===== src/rtl/sensor_frame_parser_pkg.sv =====
// Shared constants and state encoding for the sensor frame parser.
// Frames look like 'H' <digits> 'T' <digits> LF, ASCII, CR tolerated anywhere.
`timescale 1ns/1ps
package sensor_frame_parser_pkg;

    localparam logic [7:0] CH_H  = 8'h48;
    localparam logic [7:0] CH_T  = 8'h54;
    localparam logic [7:0] CH_LF = 8'h0A;
    localparam logic [7:0] CH_CR = 8'h0D;
    localparam logic [7:0] CH_0  = 8'h30;
    localparam logic [7:0] CH_9  = 8'h39;

    localparam int MAX_DIGITS_DEF  = 3;
    localparam int TIMEOUT_CYC_DEF = 10_000_000;

    typedef enum logic [1:0] {
        IDLE = 2'd0,
        HUM  = 2'd1,
        TEMP = 2'd2
    } state_t;

    function automatic logic is_digit(input logic [7:0] b);
        return (b >= CH_0) && (b <= CH_9);
    endfunction

endpackage


===== src/rtl/sensor_frame_parser_ascii_dec_accum.sv =====
// Decimal accumulator shared by the humidity and temperature fields.
// The digit count saturates one past the limit so overflow stays sticky until cleared.
`timescale 1ns/1ps
module ascii_dec_accum
    import sensor_frame_parser_pkg::*;
#(
    parameter int MAX_DIGITS = MAX_DIGITS_DEF,
    parameter int DW         = $clog2(MAX_DIGITS + 2)
) (
    input  logic          clk,
    input  logic          rst,
    input  logic          clr,
    input  logic          en,
    input  logic [3:0]    digit,
    output logic [9:0]    val,
    output logic [DW-1:0] dcnt,
    output logic          overflow,
    output logic          range_ok
);

    localparam logic [DW-1:0] MAX_D = DW'(MAX_DIGITS);

    logic [9:0]    r_val;
    logic [DW-1:0] r_dcnt;

    always_ff @(posedge clk) begin
        if (!rst) begin
            r_val  <= 10'd0;
            r_dcnt <= '0;
        end else if (clr) begin
            r_val  <= 10'd0;
            r_dcnt <= '0;
        end else if (en) begin
            r_val <= r_val * 10'd10 + {6'd0, digit};
            if (r_dcnt <= MAX_D) begin
                r_dcnt <= r_dcnt + DW'(1);
            end
        end
    end

    assign val      = r_val;
    assign dcnt     = r_dcnt;
    assign overflow = (r_dcnt > MAX_D);
    assign range_ok = (r_val <= 10'd255);

endmodule


===== src/rtl/sensor_frame_parser.sv =====
// Parses 'H'nnn'T'nnn LF frames popped from a first-word-fall-through RX FIFO
// into binary humidity/temperature, with error and good-frame counters.
`timescale 1ns/1ps
module sensor_frame_parser
    import sensor_frame_parser_pkg::*;
#(
    parameter int MAX_DIGITS  = MAX_DIGITS_DEF,
    parameter int TIMEOUT_CYC = TIMEOUT_CYC_DEF
) (
    input  logic        clk,
    input  logic        rst,
    input  logic        rx_empty,
    input  logic [7:0]  rx_data,
    output logic        rx_pop,
    output logic [7:0]  humidity,
    output logic [7:0]  temperature,
    output logic        frame_valid,
    output logic        frame_err,
    output logic [15:0] frame_cnt,
    output logic [7:0]  err_cnt
);

    localparam int DW = $clog2(MAX_DIGITS + 2);
    localparam int TW = $clog2(TIMEOUT_CYC + 1);
    localparam logic [DW-1:0] MAX_D = DW'(MAX_DIGITS);
    localparam logic [TW-1:0] TMAX  = TW'(TIMEOUT_CYC - 1);

    state_t        r_state;
    logic [TW-1:0] r_tcnt;
    logic [7:0]    r_hum_tmp;
    logic [7:0]    r_humidity;
    logic [7:0]    r_temperature;
    logic          r_frame_valid;
    logic          r_frame_err;
    logic [15:0]   r_frame_cnt;
    logic [7:0]    r_err_cnt;

    logic          w_byte_ev;
    logic          w_is_digit;
    logic          w_is_h;
    logic          w_is_t;
    logic          w_is_lf;
    logic          w_in_frame;
    logic          w_timeout;
    logic          w_dig_full;
    logic          w_field_ok;
    logic [9:0]    w_val;
    logic [DW-1:0] w_dcnt;
    logic          w_overflow;
    logic          w_range_ok;
    logic          w_acc_clr;
    logic          w_acc_en;
    logic          w_ev_start;
    logic          w_ev_hum_done;
    logic          w_ev_commit;
    logic          w_ev_err;
    logic          w_unused_hi;

    assign rx_pop     = rst & ~rx_empty;
    assign w_byte_ev  = rx_pop && (rx_data != CH_CR);
    assign w_is_digit = is_digit(rx_data);
    assign w_is_h     = (rx_data == CH_H);
    assign w_is_t     = (rx_data == CH_T);
    assign w_is_lf    = (rx_data == CH_LF);
    assign w_in_frame = (r_state == HUM) || (r_state == TEMP);
    assign w_timeout  = w_in_frame && !w_byte_ev && (r_tcnt == TMAX);
    assign w_dig_full = (w_dcnt >= MAX_D);
    assign w_field_ok = (w_dcnt != '0) && !w_overflow && w_range_ok;
    assign w_unused_hi = ^w_val[9:8];

    ascii_dec_accum #(
        .MAX_DIGITS (MAX_DIGITS)
    ) u_accum (
        .clk      (clk),
        .rst      (rst),
        .clr      (w_acc_clr),
        .en       (w_acc_en),
        .digit    (rx_data[3:0]),
        .val      (w_val),
        .dcnt     (w_dcnt),
        .overflow (w_overflow),
        .range_ok (w_range_ok)
    );

    // Classify the popped byte; the FSM below only applies the resulting event.
    always_comb begin
        w_acc_clr     = 1'b0;
        w_acc_en      = 1'b0;
        w_ev_start    = 1'b0;
        w_ev_hum_done = 1'b0;
        w_ev_commit   = 1'b0;
        w_ev_err      = 1'b0;
        if (w_byte_ev) begin
            case (r_state)
                IDLE: begin
                    if (w_is_h) begin
                        w_ev_start = 1'b1;
                        w_acc_clr  = 1'b1;
                    end
                end
                HUM, TEMP: begin
                    if (w_is_digit && !w_dig_full) begin
                        w_acc_en = 1'b1;
                    end else begin
                        w_acc_clr = 1'b1;
                        if (w_is_digit) begin
                            w_ev_err = 1'b1;
                        end else if ((r_state == HUM) && w_is_t && w_field_ok) begin
                            w_ev_hum_done = 1'b1;
                        end else if ((r_state == TEMP) && w_is_lf && w_field_ok) begin
                            w_ev_commit = 1'b1;
                        end else begin
                            w_ev_err = 1'b1;
                        end
                    end
                end
                default: ;
            endcase
        end
        if (w_timeout) begin
            w_ev_err = 1'b1;
        end
    end

    always_ff @(posedge clk) begin
        if (!rst) begin
            r_state       <= IDLE;
            r_tcnt        <= '0;
            r_hum_tmp     <= 8'd0;
            r_humidity    <= 8'd0;
            r_temperature <= 8'd0;
            r_frame_valid <= 1'b0;
            r_frame_err   <= 1'b0;
            r_frame_cnt   <= 16'd0;
            r_err_cnt     <= 8'd0;
        end else begin
            r_frame_valid <= w_ev_commit;
            r_frame_err   <= w_ev_err;

            if (w_ev_err) begin
                // An 'H' mid-frame is taken as the start of a fresh frame.
                r_state <= (w_byte_ev && w_is_h) ? HUM : IDLE;
                if (r_err_cnt != 8'hFF) begin
                    r_err_cnt <= r_err_cnt + 8'd1;
                end
            end else if (w_ev_commit) begin
                r_state       <= IDLE;
                r_humidity    <= r_hum_tmp;
                r_temperature <= w_val[7:0];
                r_frame_cnt   <= r_frame_cnt + 16'd1;
            end else if (w_ev_hum_done) begin
                r_hum_tmp <= w_val[7:0];
                r_state   <= TEMP;
            end else if (w_ev_start) begin
                r_state <= HUM;
            end

            // CR counts as idle time, so it neither clears nor pauses the timeout.
            if (!w_in_frame || w_byte_ev || w_timeout) begin
                r_tcnt <= '0;
            end else begin
                r_tcnt <= r_tcnt + TW'(1);
            end
        end
    end

    assign humidity    = r_humidity;
    assign temperature = r_temperature;
    assign frame_valid = r_frame_valid;
    assign frame_err   = r_frame_err;
    assign frame_cnt   = r_frame_cnt;
    assign err_cnt     = r_err_cnt;

endmodule


===== config.mk =====
export PLATFORM = sky130hd
export DESIGN_NAME = sensor_frame_parser
export DESIGN_NICKNAME = d
export VERILOG_FILES = /design/src/rtl/sensor_frame_parser_pkg.sv /design/src/rtl/sensor_frame_parser_ascii_dec_accum.sv /design/src/rtl/sensor_frame_parser.sv
export SDC_FILE = /design/constraint.sdc
export NUM_CORES = 1
export LEC_CHECK = 0
export CAP_MARGIN = 0
export CORE_UTILIZATION = 52
export CTS_BUF_LIST = sky130_fd_sc_hd__clkbuf_4 sky130_fd_sc_hd__clkbuf_8
export DETAILED_ROUTE_END_ITERATION = 12
export PLACE_DENSITY = 0.75
export SLEW_MARGIN = 20
export SYNTH_ARGS = -nofsm -noshare
export SYNTH_HDL_FRONTEND = slang
export SYNTH_SLANG_ARGS = --single-unit

===== constraint.sdc =====
create_clock -name clk -period 7 [get_ports clk]
set_input_delay 1.4 -clock clk [delete_from_list [all_inputs] [get_ports clk]]
set_output_delay 1.4 -clock clk [all_outputs]
set_load 0.005 [all_outputs]

# ---- Word-level counts from Yosys, hierarchy flattened
# Cells that the tools add are included.
dict set report op_classes {
  add_sub_neg 5
  multipliers 1
  div_mod_pow 0
  order_cmp 6
  eq_ne 8
  shift 0
  muxes 32
  bitwise_logic 5
  reduce_logical 29
}
# operator count
set op_table {}
lappend op_table {{2-to-1 mux 1 bit} 27}
lappend op_table {{adder 24 x 1 -> 24 bit, second input constant} 1}
lappend op_table {{== test 24 bit, second input constant} 1}
lappend op_table {{adder 16 x 1 -> 16 bit, second input constant} 1}
lappend op_table {{== test 8 x 7 -> 1 bit, second input constant} 2}
lappend op_table {{logical AND 1 bit} 12}
lappend op_table {{adder 10 x 4 -> 10 bit} 1}
lappend op_table {{less-or-equal comparator 10 x 8 -> 1 bit, second input constant} 1}
lappend op_table {{multiplier 10 x 3 -> 9 bit, second input constant} 1}
lappend op_table {{adder 8 x 1 -> 8 bit, second input constant} 1}
lappend op_table {{== test 8 x 4 -> 1 bit, second input constant} 1}
lappend op_table {{>= comparator 8 x 6 -> 1 bit, second input constant} 1}
lappend op_table {{less-or-equal comparator 8 x 6 -> 1 bit, second input constant} 1}
lappend op_table {{2-to-1 mux 2 bit} 4}
lappend op_table {{inequality test 8 x 4 -> 1 bit, second input constant} 1}
lappend op_table {{inequality test 8 bit, second input constant} 1}
lappend op_table {{AND reduction 2 bit} 3}
lappend op_table {{OR reduction 2 bit} 3}
lappend op_table {{logical NOT 1 bit} 4}
lappend op_table {{inverter 1 bit} 4}
lappend op_table {{nonzero test 4 bit} 1}
lappend op_table {{adder 3 x 1 -> 3 bit, second input constant} 1}
lappend op_table {{>= comparator 3 x 2 -> 1 bit, second input constant} 1}
lappend op_table {{> comparator 3 x 2 -> 1 bit, second input constant} 1}
lappend op_table {{9 further kinds} 11}
dict set report word_totals {
  ff_bits 89
  latch_bits 0
  ram_bits 0
  romBits 0
  input_bits 11
  out_inout_bits 43
  elab_cells 97
  n_memories 0
}

# ---- Logic depth before layout (Yosys ltp)
# Gate-level depths: netlist of the first run.
dict set report depth {
  ltp_word 14
  depth_mapped 10
  depth_no_buf 10
}

# ---- By module
# A second synthesis of the first run with hierarchy kept.
dict set report unflattened {
  hier_cells 483
  hier_area_um2 4405.5
}
# mod n_inst cells_each area_per_inst_um2 seq_area_each_um2
set by_module_without_submodules {}
lappend by_module_without_submodules {sensor_frame_parser 1 381 3424.5 1521.5}
lappend by_module_without_submodules {ascii_dec_accum 1 102 980.9 260.2}

# ---- Worst setup path after synthesis of the first run
# Ideal clock, no wire load.
dict set report synth_timing {
  path_type {input port to flip-flop}
  start {input port rx_data[1]}
  end {register u_accum.r_val[9], in the netlist u_accum.val[9]}
  setup_time_ns 0.086
  t_arrival_ns 3.399
  t_required_ns 6.914
  path_slack_ns 3.515
  stages 9
  n_path_buf 0
  path_cell_list {ha_1 > inv_1 > fa_1 > nor2b_1 > o21ai_0 > or3b_1 > nor3b_1 > xnor3_1 > a211oi_1}
}
dict set report synth_via {
  elab_chain_len 7
  elab_cells_between_ends 16
}
# item line_no
set synth_rtl {}
lappend synth_rtl {{start, declared} sensor_frame_parser.sv:13} ;# input logic [7:0] rx_data,
lappend synth_rtl {{>= comparator 8 x 6 -> 1 bit / less-or-equal comparator 8 x 6 -> 1 bit (equally long branches)} sensor_frame_parser_pkg.sv:23} ;# return (b >= CH_0) && (b <= CH_9);
lappend synth_rtl {{logical AND 1 bit} sensor_frame_parser_pkg.sv:23}
lappend synth_rtl {{logical AND 1 bit} sensor_frame_parser.sv:102} ;# if (w_is_digit && !w_dig_full) begin
lappend synth_rtl {{2-to-1 mux 1 bit} sensor_frame_parser.sv:102}
lappend synth_rtl {{case mux 1 bit (2 select lines)} sensor_frame_parser.sv:94} ;# case (r_state)
lappend synth_rtl {{2-to-1 mux 1 bit} sensor_frame_parser.sv:93} ;# if (w_byte_ev) begin
lappend synth_rtl {{OR reduction 2 bit (no line)} -}
lappend synth_rtl {{end signal, assigned} sensor_frame_parser_ascii_dec_accum.sv:34} ;# r_val <= r_val * 10'd10 + {6'd0, digit};
lappend synth_rtl {{end, declared} sensor_frame_parser_ascii_dec_accum.sv:23} ;# logic [9:0] r_val;
# Parallel ways exist; a longest one is shown, timed or not.
# A chain may end at the register's enable or synchronous reset.

# ---- Worst setup path after layout of the first run
dict set report layout_timing {
  start {input port rst}
  end {output port rx_pop}
}
dict set report layout_via {
  elab_chain_len 1
}
# item line_no
set layout_rtl {}
lappend layout_rtl {{start, declared} sensor_frame_parser.sv:11} ;# input logic rst,
lappend layout_rtl {{AND 1 bit} sensor_frame_parser.sv:59} ;# assign rx_pop = rst & ~rx_empty;
lappend layout_rtl {{end, declared} sensor_frame_parser.sv:14} ;# output logic rx_pop,
# No other way between the ends.

==> summary.txt, run 1 <==
GRT
  – Number of global-route vias before repair: 3452
  – GRT Total Usage: 0.222
  – Initial antenna violation count: 0
  – Aggregate global routing overflow: 0
  – First-pass GRT wire length: 15700 um
  – Largest net degree at the start of global routing: 59

Setup path
  – Worst Setup End Kind: output pin
  – Crit path DAT: 3.06 ns
  – Worst endpoint required time: 5.60 ns
  – Worst Setup Path Type: input port to output pin
  – RR Endpoint: u_accum.val[9]
  – Crit-path max FO: 58
  – Reg-to-reg setup timing slack: 3.87 ns
  – Crit path launch type: input port
  – Worst reg2reg startpoint: u_accum.val[2]
  – Reg2Reg Depth: 9

STA
  – Worst-Margin Slew: 1.05 ns
  – Worst setup margin: 2.54 ns
  – Final Max Slew Viols: 0
  – Period minus WS final: 4.46 ns
  – Final hold vios: 0
  – Final setup vio count: 0
  – Crit share post-route: 0.637
  – RSZ-0062 raised after global routing: no
  – Setup TNS: 0 ns
  – Setup Skew: 0.0102 ns
  – Slew Limit Headroom: 0.296
  – Achievable Freq: 224 MHz

Logic synthesis
  – Synthesized instance count: 500
  – Sequential fraction of the synthesis area: 0.401
  – Multiplexer share of the synthesized area: 0.0383
  – Area leader, netlist: dfxtp_1
  – Post-synth EDFFs: 0
  – Synth cell types: 50
  – Async SR Flop Fraction: 0
  – Top-area cell type share of the netlist area: 0.401
  – Flops & latches, synth: 89
  – Compound-cell area share of the yosys netlist: 0.0935
  – Adder-cell share of the synthesized area: 0.0766
  – Simple-gate share of the synthesized area: 0.260
  – Ys flop type: dfxtp_1
  – Ys Warns: 0
  – Main combinational cell family by area after synthesis: simple AND/OR/NAND/NOR gates
  – Mapped cell area: 0.00444 mm2
  – Synthesized Nets: 537
  – Avg Cell Area, Syn: 8.88 um2
  – Synth area leaders: dfxtp_1 (40%), ha_1 (6.8%), xnor2_1 (5.9%)
  – XOR/XNOR Fraction of Synth Area: 0.0919

Floorplan
  – Die Height: 94.4 um
  – Floorplan core area: 0.00826 mm2
  – Starting Density: 0.538
  – Io pins: 54
  – Die X-Extent: 94.4 um
  – Row cnt: 33
  – Die area: 0.00891 mm2

Route
  – Final ANT Viol Nets: 0
  – Wire per inst: 13.6 um
  – DRC errors left: 0
  – Vias post-DR: 3577
  – Metal2 WL: 4370 um
  – Met1 WL: 4240 um
  – Metal3 WL: 286 um
  – Detailed Route Iter0 Violations: 150
  – Total wire length: 8980 um
  – Via density: 5.43
  – Pre-antenna DRT Iters: 4
  – Top Metal Used: met4

Worst hold path
  – HP Start: temperature[2]
  – Hold path depth: 2
  – Worst min path class: flop to flop
  – Hold Path End: temperature[2]

Place
  – Final HPWL DP: 6480 um
  – GPL Wtd Cong: 0.821
  – Post-Place Worst Slack: 2.45 ns
  – Placed cells: 645
  – IO buf count: 53

Clocking
  – Root Buffer: clkbuf_8
  – Max Root-Sink Buffers: 2
  – # resized after CTS: 0
  – Clock transition at path regs: 0.08 ns
  – CTS sink cnt: 89
  – CTS tree: built
  – CTS Hold Bufs: 0
  – Cts bufs inserted: 9
  – Worst skew pair latency: 0.35 ns
  – Post-CTS Setup Inserts: 0
  – # H-tree levels: 3

Finish
  – Layout cells sized above 1: 0.0415
  – Final cell count without fillers: 659
  – Nets: 588
  – Area Overhead vs Synth: 18.8%
  – Fill cells: 713
  – Utilization after layout: 0.639
  – # diodes: 0

Power
  – PD cells: 173 mW/mm2
  – Total chip power: 0.912 mW
  – VDD IR-drop max: 107 uV
  – Leakage: 1.83 nW

Status
  – Status: complete, no violations

Job
  – MaxCap Viol Count: 0
-- state kept, by name, indices dropped and copies added, names as in the netlist, 2 cells and up --
signal        cells
err_cnt           8
frame_cnt        16
humidity          8
r_hum_tmp         8
r_state           2
r_tcnt           24
temperature       8
u_accum.dcnt      3
u_accum.val      10
-- Yosys cell counts (4+ instances only) --
master / n
o21ai_1: 5
nand2b_1: 7
nand3_1: 18
xor2_1: 14
or3_1: 7
nor3b_1: 4
buf_2: 5
and3_1: 7
ha_1: 24
inv_1: 28
clkbuf_1: 10
nor2_1: 48
nor4_1: 9
dfxtp_1: 89
mux2i_1: 17
nor3_2: 4
nor4bb_1: 4
o21ai_0: 6
nand4_1: 17
and2_1: 15
a211oi_1: 4
nand2_1: 45
a21boi_1: 22
a21oi_1: 10
nor2b_1: 14
nor3_1: 9
xnor2_1: 30
-- kinds of logic after synthesis --
kind of cell / Yosys count
AOI/OAI and AO/OA: 61
xor gates and xnor gates: 45
adders and majority gates: 26
buffers and inverters: 44
DFF: 89
muxes: 17
and+or+nand+nor: 218
-- how the worst max path moves through the flow --
stage | start | slack (ns) | to | depth (start not counted)
2_1_floorplan | rx_data[1] | 3.52 | u_accum.val[9] | 9
3_3_place_gp | rst | 2.49 | r_state[1] | 8
3_5_place_dp | rst | 2.45 | r_state[1] | 8
4_1_cts | rst | 2.54 | rx_pop | 5
5_1_grt | rst | 2.44 | rx_pop | 5
6_report | rst | 2.54 | rx_pop | 5
-- power breakdown --
group / internal (mW) / switching (mW) / total, mW
logic: 0.0112 / 0.0123 / 0.0235
clock network: 0.216 / 0.166 / 0.382
registers: 0.506 / 0.0000184 / 0.506
-- routing by layer --
metal | track usage | vias up
li1 | - | 1813
met2 | 0.369 | 63
met5 | 0 | -
met3 | 0.0386 | 6
met4 | 0.0885 | 0
met1 | 0.285 | 1695
-- cells in the final DEF, fill, tap and decap left out, types with 7 or more instances in the layout --
cell type,n
nand4_1,17
clkbuf_8,11
nor4_1,9
mux2i_1,17
dfxtp_1,89
and2_1,15
xnor2_1,30
or3_1,7
a21oi_1,10
xor2_1,14
ha_1,24
nor2b_1,14
and3_1,7
inv_1,28
nand3_1,18
clkdlybuf4s50_1,53
nor3_1,9
nor2_1,48
nand2_1,45
a21boi_1,22
nand2b_1,7
-- per-stage QoR --
stage / hold WS [ns] / cell area, um2
finish: 0.450 / 5280
global route: 0.472 / 5280
CTS: 0.455 / 5280
detailed placement: 0.444 / 5060
global placement: 0.440 / 5060
floorplan: 0.430 / 4440
-- cell type report --
type                            count  area (um2)  share of cell area
Clock buffer                       11         151              0.0287
Clock inverter                      3        65.1              0.0123
Inverter                           28         105              0.0199
Multi-Input combinational cell    367        2490               0.472
Sequential cell                    89        1780               0.338
Tap cell                          105         131              0.0249
Timing Repair Buffer               56         553               0.105
-- critical path: stages --
cell and delay (ns):
clkdlybuf4s50_1 0.45, buf_4 0.40, nand2b_1 0.17, inv_1 0.13, clkdlybuf4s50_1 0.50
Note: power is estimated with default switching activity, not from simulation.
==> run 2: changes to the inputs <==
- clock period: 7 -> 4.34 ns (I/O delays scaled with it)
==> run 2 against run 1 <==
Total power grew 58%; non-clock buffer count rose by 1; sequential share of layout area about the same; cell count grew 0.30%; critical endpoint is now frame_cnt[12]; largest cell class unchanged.
==> summary.txt, run 2 (synthesis gave the netlist of run 1 again) <==
Status
  – Status: complete, no violations (unchanged)

STA
  – Slew Limit Headroom: 0.385 (was 0.296)
  – Worst setup margin: 0.794 ns (was 2.54 ns)
  – Hold Slack: 0.452 ns (was 0.450 ns)
  – RSZ-0062 raised after global routing: no (unchanged)
  – Final hold vios: 0 (unchanged)
  – Setup TNS: 0 ns (unchanged)
  – Period minus WS final: 3.55 ns
  – Crit share post-route: 0.817
  – Worst-Margin Slew: 0.916 ns (was 1.05 ns)
  – Final Max Slew Viols: 0 (unchanged)
  – Final setup vio count: 0 (unchanged)
  – Achievable Freq: 282 MHz
  – Setup Skew: 0.0108 ns (was 0.0102 ns)

Finish
  – Top reg by flops: r_tcnt (unchanged)
  – Commonest cells after routing, fill and taps aside: dfxtp_1 (89), clkdlybuf4s50_1 (53), nor2_1 (48), nand2_1 (45), xnor2_1 (30) (unchanged)
  – Utilization after layout: 0.638 (was 0.639)
  – Nets: 589 (was 588)
  – Most common cell after layout, fill and taps aside: dfxtp_1 (unchanged)
  – Area Overhead vs Synth: 18.7% (was 18.8%)
  – Layout cells sized above 1: 0.0450 (was 0.0415)
  – Fill cells: 713 (unchanged)
  – Flip-flop count of the largest register after layout: 24 (unchanged)
  – # diodes: 0 (unchanged)

GRT
  – Number of global-route vias before repair: 3297 (was 3452)
  – First-pass GRT wire length: 15300 um (was 15700 um)
  – Largest net degree at the start of global routing: 58 (was 59)
  – Aggregate global routing overflow: 0 (unchanged)
  – Initial antenna violation count: 0 (unchanged)
  – GRT Total Usage: 0.220 (was 0.222)

Power
  – Int Power: 1.13 mW (was 0.733 mW)
  – Part of the power in registers: 0.568 (was 0.555)
  – PD cells: 273 mW/mm2 (was 173 mW/mm2)
  – Leakage: 1.83 nW (about the same)
  – Combinational power share: 0.026 (about the same)
  – Total chip power: 1.44 mW (was 0.912 mW)
  – Net Sw Power: 0.308 mW (was 0.179 mW)
  – VDD IR-drop max: 150 uV (was 107 uV)
  – Sw frac: 0.214 (was 0.196)
  – Clock power share: 0.406 (was 0.420)

Route
  – Wire per inst: 13.7 um (was 13.6 um)
  – Detailed Route Iter0 Violations: 96 (was 150)
  – Total wire length: 9050 um (was 8980 um)
  – Metal3 WL: 319 um (was 286 um)
  – Via density: 5.36 (was 5.43)
  – Vias post-DR: 3540 (was 3577)
  – Top Metal Used: met4 (unchanged)
  – Final ANT Viol Nets: 0 (unchanged)
  – Metal2 WL: 4070 um (was 4370 um)
  – DRC errors left: 0 (unchanged)
  – Met1 WL: 4480 um (was 4240 um)
  – Pre-antenna DRT Iters: 4 (unchanged)

Clocking
  – CTS sink cnt: 89 (unchanged)
  – Root Buffer: clkbuf_8 (unchanged)
  – # H-tree levels: 3 (unchanged)
  – Post-CTS Setup Inserts: 0 (unchanged)
  – # resized after CTS: 0 (unchanged)
  – Worst skew pair latency: 0.36 ns (was 0.35 ns)
  – CTS tree: built (unchanged)
  – Max Root-Sink Buffers: 2 (unchanged)
  – CTS Hold Bufs: 0 (unchanged)
  – Clock transition at path regs: 0.08 ns (about the same)
  – Cts bufs inserted: 9 (unchanged)

Floorplan
  – Die Height: 94.4 um (unchanged)
  – Floorplan core area: 0.00826 mm2 (unchanged)
  – Die area: 0.00891 mm2 (unchanged)
  – Die X-Extent: 94.4 um (unchanged)
  – Io pins: 54 (unchanged)
  – Row cnt: 33 (unchanged)
  – Starting Density: 0.538 (unchanged)

Setup path
  – Crit path launch type: input port (unchanged)
  – Worst endpoint required time: 4.60 ns (was 5.60 ns)
  – Crit path DAT: 3.80 ns (was 3.06 ns)
  – Worst Setup Path Type: input port to flop (was input port to output pin)
  – Worst Setup End Kind: flop (was output pin)
  – Crit-path max FO: 23 (was 58)

Place
  – IO buf count: 53 (unchanged)
  – GPL Wtd Cong: 0.832 (was 0.821)
  – Post-Place Worst Slack: 0.466 ns (was 2.45 ns)
  – Final HPWL DP: 6540 um (was 6480 um)

Worst hold path
  – Worst min path class: flop to flop (unchanged)

Job
  – MaxCap Viol Count: 0 (unchanged)
run 2: changes by cell type in the layout (fill, tap and decap cells not counted), sizes merged:
cell / delta
buf: +1
bufinv: -1
clkinv: +2
run 2: area by class of cell:
class,instances,area [um2],share of cell area
timing repair buffer,57,561,0.106
clock buffer,11,151,0.0287
tap,105,131,0.0249
inverter,28,105,0.0199
sequential,89,1780,0.338
clock inverter,4,52.6,0.00997
multi-input combinational,367,2490,0.472
run 2: metrics by stage:
stage,area (um2),std cells
6_report,5270,661
2_1_floorplan,4440,500
5_1_grt,5270,661
4_1_cts,5270,661
3_5_place_dp,5070,646
3_3_place_gp,5070,646
run 2: power by group through the flow:
stage	clock network (mW)	logic [mW]	registers, mW
finish	0.584	0.0377	0.816
global route	0.632	0.0410	0.816
CTS	0.601	0.0379	0.816
detailed placement	0	0.0375	0.835
global placement	0	0.0370	0.835
floorplan	0	0.0194	0.835
run 2: final timing paths:
kind | start | endpoint | slack, ns | depth (start not counted)
hold / removal | r_hum_tmp[1] | humidity[1] | 0.45 | 2
hold reg to reg | r_hum_tmp[1] | humidity[1] | 0.45 | 2
setup reg to reg | r_state[0] | frame_cnt[12] | 1.31 | 8
setup / recovery | rx_data[2] | frame_cnt[12] | 0.79 | 7
run 2: worst max-delay path, stage by stage:
cell	delay, ns
clkdlybuf4s50_1	0.50
nor4b_1	0.63
nand4_1	0.14
or4b_1	0.88
nor4_1	0.49
xor2_1	0.11
and2_1	0.17
run 2: layer usage:
layer	vias up	GRT usage
met2	58	0.347
li1	1829	-
met1	1640	0.297
met5	-	0
met4	0	0.0987
met3	13	0.0346
